[src/rtl/fetch_prefetch_unit.sv]
// rtl/fetch_prefetch_unit.sv - pipelined Wishbone instruction prefetcher with redirect flush
// Optional: define FETCH_PREFETCH_ERR_EN to treat wb_err_i as a faulting, halting response.

module fetch_prefetch_unit #(
   parameter int            AW       = 32,
   parameter int            DEPTH    = 4,
   parameter logic [AW-1:0] RESET_PC = 32'h0000_0000
) (
   input  logic          clk_i,
   input  logic          rst_i,
   output logic          wb_cyc_o,
   output logic          wb_stb_o,
   output logic          wb_we_o,
   output logic [3:0]    wb_sel_o,
   output logic [AW-1:0] wb_adr_o,
   input  logic [31:0]   wb_dat_i,
   input  logic          wb_ack_i,
   input  logic          wb_err_i,
   input  logic          wb_stall_i,
   input  logic          redirect_i,
   input  logic [AW-1:0] redirect_pc_i,
   output logic          instr_valid_o,
   input  logic          instr_ready_i,
   output logic [31:0]   instr_o,
   output logic [AW-1:0] instr_pc_o,
   output logic          instr_fault_o
);
   localparam int            PW      = $clog2(DEPTH);
   localparam int            CW      = PW + 1;
   localparam logic [CW:0]   DEPTH_C = (CW+1)'(DEPTH);

   logic [AW-1:0] fetch_pc_q, fetch_pc_d;
   logic [AW-1:0] resp_pc_q, resp_pc_d;
   logic [CW-1:0] outst_q, outst_d;
   logic [CW-1:0] drop_q, drop_d;
   logic [CW-1:0] count_q, count_d;
   logic [PW-1:0] wr_q, wr_d, rd_q, rd_d;
   logic          halt_q, halt_d;
   logic [31:0]   data_q  [DEPTH];
   logic [31:0]   data_d  [DEPTH];
   logic [AW-1:0] pc_q    [DEPTH];
   logic [AW-1:0] pc_d    [DEPTH];
   logic          fault_q [DEPTH];
   logic          fault_d [DEPTH];
   logic [CW:0]   inflight;
   logic          issue, accept, resp, resp_err, push, pop;
   logic          unused_in;

`ifdef FETCH_PREFETCH_ERR_EN
   assign resp_err  = wb_err_i;
   assign unused_in = ^redirect_pc_i[1:0];
`else
   assign resp_err  = 1'b0;
   assign unused_in = ^{redirect_pc_i[1:0], wb_err_i};
`endif

   // Buffer slots are reserved at request time, so a push can never find the FIFO full.
   assign inflight = {1'b0, count_q} + {1'b0, outst_q};
   assign issue    = ~halt_q & (inflight < DEPTH_C);

   assign wb_stb_o = issue & ~rst_i;
   assign wb_cyc_o = ~rst_i & (issue | (outst_q != '0));
   assign wb_we_o  = 1'b0;
   assign wb_sel_o = 4'hF;
   assign wb_adr_o = fetch_pc_q;

   assign accept = wb_stb_o & ~wb_stall_i;
   assign resp   = (wb_ack_i | resp_err) & (outst_q != '0);
   assign push   = resp & ~redirect_i & (drop_q == '0);

   assign instr_valid_o = (count_q != '0);
   assign pop           = instr_valid_o & instr_ready_i & ~redirect_i;
   assign instr_o       = instr_valid_o ? data_q[rd_q] : 32'h0;
   assign instr_pc_o    = instr_valid_o ? pc_q[rd_q] : '0;
   assign instr_fault_o = instr_valid_o & fault_q[rd_q];

   always_comb begin
      fetch_pc_d = fetch_pc_q;
      resp_pc_d  = resp_pc_q;
      drop_d     = drop_q;
      halt_d     = halt_q;
      wr_d       = wr_q;
      rd_d       = rd_q;
      data_d     = data_q;
      pc_d       = pc_q;
      fault_d    = fault_q;

      outst_d = outst_q + CW'(accept) - CW'(resp);
      count_d = count_q + CW'(push) - CW'(pop);

      if (accept) begin
         fetch_pc_d = fetch_pc_q + AW'(4);
      end
      // Responses return in order, so resp_pc_q is always the PC of the oldest live request.
      if (push) begin
         data_d[wr_q]  = resp_err ? 32'h0 : wb_dat_i;
         pc_d[wr_q]    = resp_pc_q;
         fault_d[wr_q] = resp_err;
         wr_d          = wr_q + PW'(1);
         resp_pc_d     = resp_pc_q + AW'(4);
         if (resp_err) begin
            halt_d = 1'b1;
         end
      end
      if (resp && !redirect_i && (drop_q != '0)) begin
         drop_d = drop_q - CW'(1);
      end
      if (pop) begin
         rd_d = rd_q + PW'(1);
      end

      // Everything still owed after this edge belongs to the old stream and must be discarded.
      if (redirect_i) begin
         fetch_pc_d = {redirect_pc_i[AW-1:2], 2'b00};
         resp_pc_d  = {redirect_pc_i[AW-1:2], 2'b00};
         drop_d     = outst_d;
         halt_d     = 1'b0;
         count_d    = '0;
         wr_d       = '0;
         rd_d       = '0;
      end
   end

   always_ff @(posedge clk_i or posedge rst_i) begin
      if (rst_i) begin
         fetch_pc_q <= RESET_PC;
         resp_pc_q  <= RESET_PC;
         outst_q    <= '0;
         drop_q     <= '0;
         count_q    <= '0;
         wr_q       <= '0;
         rd_q       <= '0;
         halt_q     <= 1'b0;
         for (int i = 0; i < DEPTH; i++) begin
            data_q[i]  <= 32'h0;
            pc_q[i]    <= '0;
            fault_q[i] <= 1'b0;
         end
      end else begin
         fetch_pc_q <= fetch_pc_d;
         resp_pc_q  <= resp_pc_d;
         outst_q    <= outst_d;
         drop_q     <= drop_d;
         count_q    <= count_d;
         wr_q       <= wr_d;
         rd_q       <= rd_d;
         halt_q     <= halt_d;
         data_q     <= data_d;
         pc_q       <= pc_d;
         fault_q    <= fault_d;
      end
   end

endmodule

[config.mk]
export PLATFORM = sky130hd
export DESIGN_NAME = fetch_prefetch_unit
export DESIGN_NICKNAME = d
export VERILOG_FILES = /design/src/rtl/fetch_prefetch_unit.sv
export SDC_FILE = /design/constraint.sdc
export NUM_CORES = 1
export LEC_CHECK = 0
export BUFFER_PORTS_ARGS = -buffer_cell sky130_fd_sc_hd__buf_2
export CAP_MARGIN = 20
export CORE_UTILIZATION = 50
export CTS_BUF_LIST = sky130_fd_sc_hd__clkbuf_8
export CTS_CLUSTER_DIAMETER = 80
export DETAILED_ROUTE_END_ITERATION = 16
export PLACE_DENSITY = 0.79
export SLEW_MARGIN = 40
export SYNTH_ARGS = -nofsm -noshare
export SYNTH_HDL_FRONTEND = slang
export SYNTH_SLANG_ARGS = --single-unit
[constraint.sdc]
create_clock -name clk_i -period 27.4 [get_ports clk_i]
set_clock_uncertainty 0.2 [all_clocks]
set_input_delay 2.74 -clock clk_i [delete_from_list [all_inputs] [get_ports clk_i]]
set_output_delay 2.74 -clock clk_i [all_outputs]
set_load 0.05 [all_outputs]
==> results of run 1 <==
-- logic make-up (layout without fill, tap and decap cells) --
family	Yosys count	in the layout	share of synthesized area, %
simple gates	248	248	8.90
fa+ha+maj	16	16	1.39
flops	325	325	52.4
compound gates	55	55	2.20
xor+xnor	58	58	3.27
buf+inv	106	292	3.14
other cells	2	10	0.0484
mux	332	332	28.6
-- worst max path at each step --
stage / endpoint / slack (ps) / cells past startpoint
2_1_floorplan: count_q[0] / 15460 / 1
3_5_place_dp: wb_cyc_o / 20320 / 4
5_1_grt: wb_cyc_o / 20260 / 4
4_1_cts: wb_cyc_o / 20320 / 4
3_3_place_gp: wb_cyc_o / 20320 / 4
6_report: wb_cyc_o / 20310 / 4
-- state kept, by name, summed over array words and instances (netlist names) --
| signal | count |
|---|---|
| count_q | 3 |
| pc_q | 120 |
| fault_q | 4 |
| data_q | 128 |
| rd_q | 2 |
| wr_q | 2 |
| drop_q | 3 |
| wb_adr_o | 30 |
| outst_q | 3 |
| resp_pc_q | 30 |
-- worst min-delay path, stage by stage, from the launching register on --
cell and delay (ps):
dfrtp_1 340, nand2_1 40, o21ai_0 60
-- layout by cell type (no fill, tap or decap), types with 9 or more instances in the layout --
master      n
dfrtp_1   323
mux2_2    266
buf_2     163
clkbuf_8   71
and2_1     70
mux4_2     63
nand2_1    44
inv_1      37
xnor2_1    37
nand3_1    27
nor2_1     24
xor2_1     21
nor3_1     17
a21oi_1    16
nand4_1    16
o21ai_0    14
ha_1       14
and3_1     13
conb_1      9
-- final cells by class --
class                           instances  area (sq um)  share of cell area (%)
Inverter                               22          95.1                   0.535
Sequential cell                       325          8140                    45.8
Multi-Input combinational cell        718          6960                    39.2
Clock inverter                         25           134                   0.754
Timing Repair Buffer                  174           960                    5.40
Clock buffer                           71           977                    5.50
Antenna cell                            1          2.50                  0.0141
Tap cell                              396           495                    2.79
-- power groups by stage --
stage               combinational [mW]  clock [mW]  sequential [mW]
floorplan                        0.480           0            0.655
global placement                 0.588           0            0.669
detailed placement               0.607           0            0.675
CTS                              0.609       0.441            0.667
global route                     0.647       0.462            0.683
finish                           0.601       0.429            0.667
-- metal layers --
layer	part of all wire [%]	track usage, %	wire [um]
met4	2.4	6.53	787
met3	6.6	4.54	2200
met2	47	34.8	15600
met1	44	29.7	14800
met5	0	0	0
==> impl_metrics.toml, run 1 <==
[power_and_ir_drop]
power_frac_seq_pct = 39.3
combPwrFrac_pct = 35.4
p_int_mw = 1.08
power_mw = 1.70
p_per_area_nw_per_um2 = 95.5
swShare_pct = 36.5
clock_power_share_pct = 25.3
power.switching_mw = 0.619
leakage_nw = 8.50
peakVddDrop_mv = 0.0515

[placement]
portBuffers = 163
dpl.hpwl_mm = 21.0
dpl_cell_area_sq_um = 16600
gp_congestion = 0.857
dpl.cell_count = 1635
dp_slack_ps = 20320

[sta]
post-route-min-period_ps = 7090
setup_slack_ps = 20310
maxSlewHeadroom_pct = 50.9
rsz0062_at_grt = "no"
tightest_slew_ps = 731
timing.fmax_mhz = 141
tns_ps = 0
hold_viol_final = 0
setup_viol = 0
maxSlewViolCount = 0
fin_crit_sh_pct = 25.9
fin_hold_ws_ps = 280

[hold_path]
hold_end = "pc_q[86]"
hold_path_class = "reg -> reg"
worstHoldStart = "pc_q[86]"
hold_depth = 2

[cts]
cts_resized = 0
clock_path_buffers = 3
ctsHoldBuffers = 0
cts_root_buffer = "clkbuf_8"
cts_setup_buffers = 0
cts.sink_count = 325
clk_pin_slew_ps = 60
ctsHtreeMaxLevel = 2
clock_latency_ps = 600
tritoncts = "yes"
cts_buffers = 53

[finish]
finish.instance_area_sq_um = 17800
num-fill-cells = 2440
drive_gt1_share_pct = 45.2
fin_nets = 1381
utilization_pct = 58.1
area_growth_pct = 14.4
final_cells = 1732

[floorplanning]
die-area_sq_um = 31700
fp.coreArea_sq_um = 30600
die_w_um = 178
fp-row-count = 64
ios = 176
initial_core_util_pct = 50.7
chipHeight_um = 178

[worst_setup_path]
cp.arrival_ps = 4150
r2r-end = "drop_q[2]"
endpoint_kind = "primary output"
critical_path_buf_inv_count = 2
crit_path_start = "rst_i"
r2r-start = "outst_q[2]"
cp_cell_sequence = "buf_2 -> or4_1 -> o22ai_1 -> buf_2"
slowest_delay_ps = 690
timing.reg2reg.setup_slack_ps = 23650
criticalPathCategory = "in -> out"
start_kind = "input pin"
crit_family = "simple AND/OR/NAND/NOR gates"
crit_required_ps = 24460
cpMostUsedCell = "buf_2"
ff2ff_path_depth = 12
crit_fanout = 7
cpMaxStageDelayCell = "or4_1"

[yosys]
synth_seq_area_share_pct = 52.4
yosysTopAreaCellShare_pct = 52.4
synth_edf_count = 0
syn-instance-count = 1142
synth.cell_area_sq_um = 15500
synthTopCellsByArea = "dfrtp_1, mux2_2, mux4_2"
yosysMostFrequentCell = "dfrtp_1"
postSynthAreaPerCell_sq_um = 13.6
synth_area_leader_cell = "dfrtp_1"
ys_seq_elements = 325
synth-async-reset-ratio_pct = 100
synth.distinct_cells = 54
synthFlopType = "dfrtp_1"
ys_warn_count = 0
synth_common_cells = "dfrtp_1, mux2_2, and2_1"

[drt]
first_pass_iters = 5
postRouteWirelength_mm = 33.4
wl_per_cell_um = 19.3
postRouteAntennaNets = 0
drc = 0
vias_per_cell = 5.66
vias = 9806
initialDrtViolationCount = 580

[global_routing]
antenna_found_initial = 0
grt_overflow = 0
grt_max_degree = 132
grt_pass1_vias = 10200
grt_usage_pct = 21.7
grt_pass1_wl_mm = 53.6

[status]
run_status = "finished clean"

[job]
drv_cap = 0
No activity file was read; power rests on OpenSTA's default activity.
==> run 2, diff against run 1 <==
- clock period: 27.4 -> 6.8 ns (I/O delays scaled with it)
==> impl_metrics.toml, run 2 (same netlist as run 1, synthesis figures left out) <==
[status]
run_status = "finished clean"

[finish]
drive_gt1_share_pct = 45.8
final_cell_mix = "dfrtp_1, mux2_2, buf_2"
reg_top3 = "data_q x128, pc_q x120"
area_growth_pct = 14.9
top_register = "data_q"
largest_reg_flops = 128
fin_nets = 1386
finish.instance_area_sq_um = 17800
final_common_cell = "dfrtp_1"
antenna_cells = 0
final_cells = 1730

[cts]
clk_pin_slew_ps = 60
cts_setup_buffers = 0
clock_latency_ps = 570
clock_path_buffers = 3
cts.sink_count = 325
cts_buffers = 52
cts_resized = 0
cts_root_buffer = "clkbuf_8"
tritoncts = "yes"
ctsHtreeMaxLevel = 2
ctsHoldBuffers = 0

[placement]
dpl.hpwl_mm = 21.0
portBuffers = 163
dp_slack_ps = 2900
dpl_cell_area_sq_um = 16700
dpl.cell_count = 1640
gp_congestion = 0.853

[global_routing]
antenna_found_initial = 0
grt.met2_usage_pct = 36.2
gr-max-usage-layer = "met2"
grtUsageMet3_pct = 4.28
grt_pass1_wl_mm = 54.1
grt_pass1_vias = 10300
grt_max_degree = 77
grt_usage_pct = 21.7
grt_util_met1_pct = 29.0
grt_overflow = 0

[power_and_ir_drop]
swShare_pct = 36.2
power_frac_seq_pct = 38.9
power_mw = 6.85
peakVddDrop_mv = 0.236
clock_power_share_pct = 25.3
combPwrFrac_pct = 35.8
p_int_mw = 4.38
power.switching_mw = 2.48
leakage_nw = 8.51
p_per_area_nw_per_um2 = 384

[drt]
vias = 9764
wl_per_cell_um = 19.3
postRouteWirelength_mm = 33.3
vias_per_cell = 5.64
initialDrtViolationCount = 570
postRouteAntennaNets = 0
drc = 0
first_pass_iters = 4

[floorplanning]
initial_core_util_pct = 50.7
chipHeight_um = 178
ios = 176
die_w_um = 178
die-area_sq_um = 31700
fp.coreArea_sq_um = 30600
fp-row-count = 64

[sta]
rsz0062_at_grt = "no"
timing.fmax_mhz = 262
tightest_slew_ps = 708
maxSlewViolCount = 0
tns_ps = 0
maxSlewHeadroom_pct = 52.5
setup_slack_ps = 2980
post-route-min-period_ps = 3820
hold_viol_final = 0
fin_crit_sh_pct = 56.1
setup_viol = 0

[worst_setup_path]
crit_fanout = 7
cpMostUsedCell = "ha_1"
crit_family = "simple AND/OR/NAND/NOR gates"
criticalPathCategory = "reg -> reg"
critical_path_buf_inv_count = 2
cp.arrival_ps = 4100
slowest_delay_ps = 600
cpMaxStageDelayCell = "or4_1"
crit_required_ps = 7080
endpoint_kind = "flop"
cp_cell_sequence = "ha_1 -> or4_1 -> nor3_1 -> inv_1 -> ha_1 -> inv_1 -> ha_1 -> fa_1 -> xnor2_1 -> xnor2_1 -> nand2_1 -> o21ai_0"
start_kind = "flop"

[job]
drv_cap = 0

[hold_path]
hold_path_class = "in -> async"
-- run 2: cell types whose count changed in the layout (fill, tap and decap cells not counted), sizes merged --
cell,previous run,this run
diode,1,0
inv,39,31
buf,174,180
clkinvlp,2,1
clkbuf,71,73
-- run 2: stage by stage --
step | hold slack, ps | utilization [%]
6_report | 0.0661 | 58.3
4_1_cts | 2.78 | 58.2
3_5_place_dp | 270 | 54.6
5_1_grt | 23.3 | 58.3
3_3_place_gp | 258 | 54.2
2_1_floorplan | 245 | -
-- run 2: final timing paths --
kind                                     end  slack (ps)              from  cells after the start
worst max register to register     drop_q[2]        2980        outst_q[2]                     12
worst min-delay path               pc_q[123]        0.07             rst_i                      2
worst min register to register      pc_q[42]         280          pc_q[42]                      2
max in group asynchronous         data_q[18]        5330             rst_i                      4
min in group clk_i              resp_pc_q[2]         160  redirect_pc_i[2]                      2
worst max-delay path               drop_q[2]        2980        outst_q[2]                     12
-- run 2: final cells by class --
class                           instances  area (sq um)
Clock buffer                           73          1000
Sequential cell                       325          8140
Tap cell                              396           495
Timing Repair Buffer                  180          1060
Fill cell                            2453         12800
Clock inverter                         16          97.6
Multi-Input combinational cell        718          6940
Inverter                               22          86.3
-- run 2: power groups by stage --
stage	Sequential, mW	Combinational, mW	Clock [mW]
after detailed placement	2.73	2.43	0
after floorplan	2.64	1.93	0
final	2.67	2.45	1.73
after CTS	2.70	2.44	1.79
after global routing	2.73	2.64	1.87
after global placement	2.71	2.35	0
-- run 2: layer usage --
metal	share of wire, %	wire [um]	vias up
met3	5.8	1920	66
met4	2.2	737	0
met5	0	0	-
li1	-	-	4397
met1	44	14800	5024
met2	48	15900	277
